`src/rtl/fast_cycle_sequencer_pkg.sv`:
```
// Shared types and constants for the fast-clock cycle sequencer slice.
package beeb816_clk_pkg;

    localparam int CNT_W = 8;

    localparam int WS_DIV2_DEF     = 2;
    localparam int WS_DIV4_DEF     = 1;
    localparam int TIMEOUT_DEF     = 255;
    localparam int SYNC_STAGES_DEF = 2;

    typedef enum logic [1:0] {
        ST_IDLE    = 2'd0,
        ST_WAIT    = 2'd1,
        ST_REQ     = 2'd2,
        ST_RELEASE = 2'd3
    } seq_state_t;

endpackage

```
`src/rtl/fast_cycle_sequencer_if.sv`:
```
// CPU-cycle and host-handshake signals of the sequencer, plus its FSM state for observation.
interface fast_cycle_sequencer_if;
    import beeb816_clk_pkg::*;

    // Host handshake is four-phase: host_req rises, host_ack rises, host_req falls,
    // host_ack falls. The sequencer only ever sees host_ack through its synchroniser.
    logic       div4not2;
    logic       cyc_valid;
    logic       cyc_slow;
    logic       host_ack;
    logic       err_clr;
    logic       cpu_rdy;
    logic       host_req;
    logic       busy;
    logic       timeout_err;
    seq_state_t state;

    modport master (
        output div4not2, cyc_valid, cyc_slow, host_ack, err_clr,
        input  cpu_rdy, host_req, busy, timeout_err, state
    );

    modport slave (
        input  div4not2, cyc_valid, cyc_slow, host_ack, err_clr,
        output cpu_rdy, host_req, busy, timeout_err, state
    );

endinterface

```
`src/rtl/fast_cycle_sequencer_sync.sv`:
```
// Multi-flop synchroniser for a single asynchronous level; resets to 0.
module bit_synchronizer #(
    parameter int STAGES = 2
) (
    input  logic clk,
    input  logic resetb,
    input  logic d,
    output logic q
);

    logic [STAGES-1:0] sync;

    always_ff @(posedge clk or negedge resetb) begin
        if (!resetb) begin
            sync <= '0;
        end else begin
            sync <= {sync[STAGES-2:0], d};
        end
    end

    assign q = sync[STAGES-1];

endmodule

```
`src/rtl/fast_cycle_sequencer.sv`:
```
// Wait-state inserter for fast accesses and req/ack sequencer for host accesses,
// driving CPU RDY from the divided fast clock.
module fast_cycle_sequencer
    import beeb816_clk_pkg::*;
#(
    parameter int WS_DIV2     = WS_DIV2_DEF,
    parameter int WS_DIV4     = WS_DIV4_DEF,
    parameter int TIMEOUT     = TIMEOUT_DEF,
    parameter int SYNC_STAGES = SYNC_STAGES_DEF
) (
    input  logic                   gated_clk_w,
    input  logic                   resetb,
    fast_cycle_sequencer_if.slave  bus
);

    localparam logic [CNT_W-1:0] CNT_MAX = CNT_W'(TIMEOUT - 1);
    localparam logic [CNT_W-1:0] CNT_ONE = CNT_W'(1);
    localparam logic [CNT_W-1:0] WS2     = CNT_W'(WS_DIV2);
    localparam logic [CNT_W-1:0] WS4     = CNT_W'(WS_DIV4);

    logic             ack_s;
    seq_state_t       state, state_nxt;
    logic [CNT_W-1:0] count, count_nxt;
    logic [CNT_W-1:0] ws;
    logic             err_set;

    bit_synchronizer #(.STAGES(SYNC_STAGES)) u_ack_sync (
        .clk    (gated_clk_w),
        .resetb (resetb),
        .d      (bus.host_ack),
        .q      (ack_s)
    );

    always_comb begin
        ws        = bus.div4not2 ? WS4 : WS2;
        state_nxt = state;
        count_nxt = count;
        err_set   = 1'b0;
        case (state)
            ST_IDLE: begin
                if (bus.cyc_valid) begin
                    if (bus.cyc_slow) begin
                        state_nxt = ST_REQ;
                        count_nxt = '0;
                    end else if (ws != '0) begin
                        state_nxt = ST_WAIT;
                        count_nxt = ws - CNT_ONE;
                    end
                end
            end
            ST_WAIT: begin
                if (count == '0) state_nxt = ST_IDLE;
                else             count_nxt = count - CNT_ONE;
            end
            ST_REQ: begin
                if (ack_s) begin
                    state_nxt = ST_RELEASE;
                    count_nxt = '0;
                end else if (count == CNT_MAX) begin
                    // Counter stays saturated, so a still-high ack in RELEASE times out at once.
                    err_set   = 1'b1;
                    state_nxt = ST_RELEASE;
                end else begin
                    count_nxt = count + CNT_ONE;
                end
            end
            ST_RELEASE: begin
                if (!ack_s) begin
                    state_nxt = ST_IDLE;
                end else if (count == CNT_MAX) begin
                    err_set   = 1'b1;
                    state_nxt = ST_IDLE;
                end else begin
                    count_nxt = count + CNT_ONE;
                end
            end
            default: state_nxt = ST_IDLE;
        endcase
    end

    // Outputs are decoded from the next state so they leave the flops glitch-free.
    always_ff @(posedge gated_clk_w or negedge resetb) begin
        if (!resetb) begin
            state           <= ST_IDLE;
            count           <= '0;
            bus.cpu_rdy     <= 1'b1;
            bus.host_req    <= 1'b0;
            bus.busy        <= 1'b0;
            bus.timeout_err <= 1'b0;
        end else begin
            state        <= state_nxt;
            count        <= count_nxt;
            bus.cpu_rdy  <= (state_nxt == ST_IDLE);
            bus.host_req <= (state_nxt == ST_REQ);
            bus.busy     <= (state_nxt != ST_IDLE);
            if (err_set)          bus.timeout_err <= 1'b1;
            else if (bus.err_clr) bus.timeout_err <= 1'b0;
        end
    end

    assign bus.state = state;

endmodule

```
`src/flat_wrapper.sv`:
```
// flat-port wrapper written by rule: the top's interface ports become plain ports
module fast_cycle_sequencer_flat import beeb816_clk_pkg::*;
#(
    parameter int WS_DIV2     = WS_DIV2_DEF,
    parameter int WS_DIV4     = WS_DIV4_DEF,
    parameter int TIMEOUT     = TIMEOUT_DEF,
    parameter int SYNC_STAGES = SYNC_STAGES_DEF
)
  (gated_clk_w, resetb, bus_div4not2, bus_cyc_valid, bus_cyc_slow, bus_host_ack, bus_err_clr, bus_cpu_rdy, bus_host_req, bus_busy, bus_timeout_err, bus_state);
  fast_cycle_sequencer_if bus_i ();
  input  logic gated_clk_w;
  input  logic resetb;
  input wire logic [$bits(bus_i.div4not2)-1:0] bus_div4not2;
  input wire logic [$bits(bus_i.cyc_valid)-1:0] bus_cyc_valid;
  input wire logic [$bits(bus_i.cyc_slow)-1:0] bus_cyc_slow;
  input wire logic [$bits(bus_i.host_ack)-1:0] bus_host_ack;
  input wire logic [$bits(bus_i.err_clr)-1:0] bus_err_clr;
  output wire logic [$bits(bus_i.cpu_rdy)-1:0] bus_cpu_rdy;
  output wire logic [$bits(bus_i.host_req)-1:0] bus_host_req;
  output wire logic [$bits(bus_i.busy)-1:0] bus_busy;
  output wire logic [$bits(bus_i.timeout_err)-1:0] bus_timeout_err;
  output wire logic [$bits(bus_i.state)-1:0] bus_state;
  assign bus_i.div4not2 = bus_div4not2;
  assign bus_i.cyc_valid = bus_cyc_valid;
  assign bus_i.cyc_slow = bus_cyc_slow;
  assign bus_i.host_ack = bus_host_ack;
  assign bus_i.err_clr = bus_err_clr;
  assign bus_cpu_rdy = bus_i.cpu_rdy;
  assign bus_host_req = bus_i.host_req;
  assign bus_busy = bus_i.busy;
  assign bus_timeout_err = bus_i.timeout_err;
  assign bus_state = bus_i.state;
  fast_cycle_sequencer #(.WS_DIV2(WS_DIV2), .WS_DIV4(WS_DIV4), .TIMEOUT(TIMEOUT), .SYNC_STAGES(SYNC_STAGES)) u_core (.gated_clk_w(gated_clk_w), .resetb(resetb), .bus(bus_i));
endmodule
```
`config.mk`:
```
export PLATFORM = sky130hd
export DESIGN_NAME = fast_cycle_sequencer_flat
export DESIGN_NICKNAME = d
export VERILOG_FILES = /design/src/rtl/fast_cycle_sequencer_pkg.sv /design/src/rtl/fast_cycle_sequencer_if.sv /design/src/rtl/fast_cycle_sequencer_sync.sv /design/src/rtl/fast_cycle_sequencer.sv /design/src/flat_wrapper.sv
export SDC_FILE = /design/constraint.sdc
export NUM_CORES = 1
export LEC_CHECK = 0
export ABC_CLOCK_PERIOD_IN_PS = 3210
export CORE_UTILIZATION = 45
export CTS_CLUSTER_DIAMETER = 40
export DETAILED_ROUTE_END_ITERATION = 10
export PLACE_DENSITY = 0.63
export SYNTH_ARGS = -nofsm -noshare
export SYNTH_HDL_FRONTEND = slang
export SYNTH_SLANG_ARGS = --single-unit
```
`constraint.sdc`:
```
create_clock -name gated_clk_w -period 3.21 [get_ports gated_clk_w]
set_input_delay 0.963 -clock gated_clk_w [delete_from_list [all_inputs] [get_ports gated_clk_w]]
set_output_delay 0.963 -clock gated_clk_w [all_outputs]
set_load 0.01 [all_outputs]
```
==> metrics.txt <==
status complete, no violations; Worst Path Arrival 1.55 ns; Comb pwr share 50.1%; clk slew on worst S/H paths 0.10 ns; most common cell after layout, fill and taps aside nor2_1; sequential share of power 37.2%; CTS Hold Buffers Added 0; TritonRoute pass-1 iters 4; CORE AREA 2212 um^2; cells after synthesis 125; buffers added on ports 12; P_int 590.4 uW; Yosys cell types 40; initial drt markers 31; fraction of layout cells with a size suffix above 1 11.68%; routed length per instance 15.35 um; Peak VDD IR 0.4399 mV; vias in the first global route 921; clock power share 12.8%; CTS tree built; Yosys warning total 0; I/O pins 13; Max-slew headroom 50.72%; CTS Sinks 16; CP bufs+invs 1; Vias 1,000; die area 2556 um^2; Min-Delay Path Class flop to flop; CP max FO 17; RSZ-0062 raised after global routing no; highest metal used met4; GRT Overall Usage 22.11%; Final Cycle Share 78.43%; CP max-delay cell dfrtp_1; antenna violations before repair 0; first-pass GRT wire length 4.174 mm; switching power 502.1 uW; Antenna Violating Nets Remaining 0; Seq/Total Area, Yosys 37.85%; sw frac 45.96%; Clock Latency Late Sink 0.29 ns; Area growth syn-to-layout 15.09%; Synthesized Nets 135; Rows 17; # DRC 0; met3 routed WL 77 um; Place WS 0.7201 ns; CP Launch Type flop; Critical Path Sink Type output pin; hold slack 0.3671 ns; gpl congestion 0.9164; CTS root buf clkbuf_4; final setup fails 0; CTS Buf Count 3; Crit Path Class flop to output pin; Largest delay share family, worst path flip-flops; Leakage 0.0004876 uW; Pins Over Slew Limit 0; CP Data Required Time 2.25 ns; post-DP HPWL 1.802 mm; most frequent cells in the layout 16 x nor2_1, 15 x dfrtp_1, 12 x clkdlybuf4s50_1; Max Fclk 397.2 MHz; DRT Wirelength 2.533 mm; largest net degree at the start of global routing 18; Setup Skew 0.008786 ns; Setup TNS Final 0 ns; Final Hold Fails 0; maxcap violations 0; H-tree depth 1; Largest stage delay, worst path 0.64 ns; Die Y 50.56 um; width of the die 50.56 um; syn avg cell area 8.488 um^2; power per cell area 894.6 nW/um^2; Cell Area, Synth 1061 um^2; Post-CTS Repair Setup Buffers 0; CTS resizes 0; Setup WS post-layout 0.6924 ns; Via density 6.061; WL met2 1.164 mm; ANT cells 0; Nets 148; critical-path cell list clkdlybuf4s50_1; Worst-Margin Slew 0.7370 ns; Initial Util 47.96%; clock tree buffer depth 2; Remaining Overflow, GRT 0; Yosys reg bits 16; metal1 wirelength 1.281 mm; Period minus WS final 2.518 ns
-- worst reg2reg max path, stage by stage (launching register included) --
cell and delay, ns:
dfrtp_1 0.48, inv_1 0.19, ha_1 0.30, nor4b_4 0.38
a31oi_1 0.17, o21ai_1 0.50, o21ai_0 0.19, o211ai_1 0.12
-- flip-flops by register name, summed over array words and instances, names as in the netlist --
name,cells
u_core.bus.cpu_rdy,1
u_core.bus.state,2
u_core.count,8
u_core.bus.busy,1
u_core.u_ack_sync.sync,2
u_core.bus.host_req,1
u_core.bus.timeout_err,1
-- worst paths after layout --
path                                                      from                                  end  slack (ns)  depth (start not counted)
max                              u_core.bus.state[0]$_DFF_PN0_                         bus_state[0]        0.69                          1
min                        u_core.u_ack_sync.sync[0]$_DFF_PN0_  u_core.u_ack_sync.sync[1]$_DFF_PN0_        0.37                          0
max reg2reg                        u_core.count[0]$_DFFE_PN0P_          u_core.count[1]$_DFFE_PN0P_        0.80                          7
min reg2reg                u_core.u_ack_sync.sync[0]$_DFF_PN0_  u_core.u_ack_sync.sync[1]$_DFF_PN0_        0.37                          0
max in group asynchronous                               resetb        u_core.bus.state[1]$_DFF_PN0_        1.65                          1
min in group asynchronous                               resetb          u_core.count[7]$_DFFE_PN0P_        1.09                          1
-- cells by family (layout without fill, tap and decap cells) --
logic type	count (synthesis)	after routing	synth area share (%)
AO/OA/AOI/OAI	42	42	24.17
XOR/XNOR	1	1	0.8256
adder cells (fa/ha/maj)	3	3	3.538
buffers and inverters	10	22	5.070
flip-flops	16	16	37.85
multiplexers	1	1	1.061
AND/OR/NAND/NOR	52	52	27.48
-- metrics by stage --
| step | total power [uW] | util (%) | area [um^2] | cells |
|---|---|---|---|---|
| CTS | 1086 | 55.20 | 1221 | 165 |
| detailed placement | 942.7 | 53.56 | 1185 | 161 |
| floorplan | 788.7 | - | 1061 | 125 |
| global placement | 929.5 | 53.56 | 1185 | 161 |
| global route | 1190 | 55.20 | 1221 | 165 |
| finish | 1093 | 55.20 | 1221 | 165 |
-- power groups by stage --
stage | combinational [uW] | clock (uW) | sequential [uW]
final | 547 | 139 | 406
after global routing | 616 | 152 | 422
after CTS | 540 | 145 | 401
after detailed placement | 537 | 0 | 406
after global placement | 526 | 0 | 403
after floorplan | 432 | 0 | 356
-- per-layer routing --
layer	vias up	global-route usage, %
met4	0	7.870
met5	-	0
met2	26	34.67
li1	484	-
met3	2	3.636
met1	488	30.55
-- synth_stat cells --
master,instances,area [um^2]
a31oi_1,2,12.51
or4b_2,1,10.01
nand2b_1,1,6.260
nor2b_1,1,6.260
and3_1,1,6.260
nor4b_4,1,23.77
xnor2_1,1,8.760
or4_4,1,11.26
dfrtp_1,15,375.4
dfstp_2,1,26.28
or2b_2,2,17.52
o311ai_0,2,17.52
nor2_1,16,60.06
o221ai_1,1,8.760
o22ai_1,2,12.51
a31o_2,1,8.760
nand2_1,9,33.78
or4_1,1,7.510
o22a_1,2,17.52
a311oi_1,1,8.760
nand4_1,2,12.51
nor3_1,2,10.01
o31ai_1,1,7.510
nand3_1,9,45.04
a21oi_1,11,55.05
mux2_2,1,11.26
inv_1,6,22.52
buf_2,1,5.000
nor3b_1,1,7.510
a211oi_1,1,7.510
or2b_4,1,11.26
and3_2,3,22.52
o21ai_1,3,15.01
clkbuf_1,1,3.750
o211ai_1,2,15.01
o21a_1,1,7.510
buf_6,2,22.52
ha_1,3,37.54
o21ai_0,11,55.05
a21o_1,1,7.510
-- area by class of cell --
| class | count | area (um^2) |
|---|---|---|
| inverters | 6 | 22.52 |
| multi-input cells | 99 | 605.6 |
| fillers | 222 | 991.0 |
| repair buffers | 12 | 120.1 |
| clock buffers | 4 | 36.28 |
| flip-flops and latches | 16 | 401.6 |
| well taps | 28 | 35.03 |
Power figures use the tool's default switching activity.
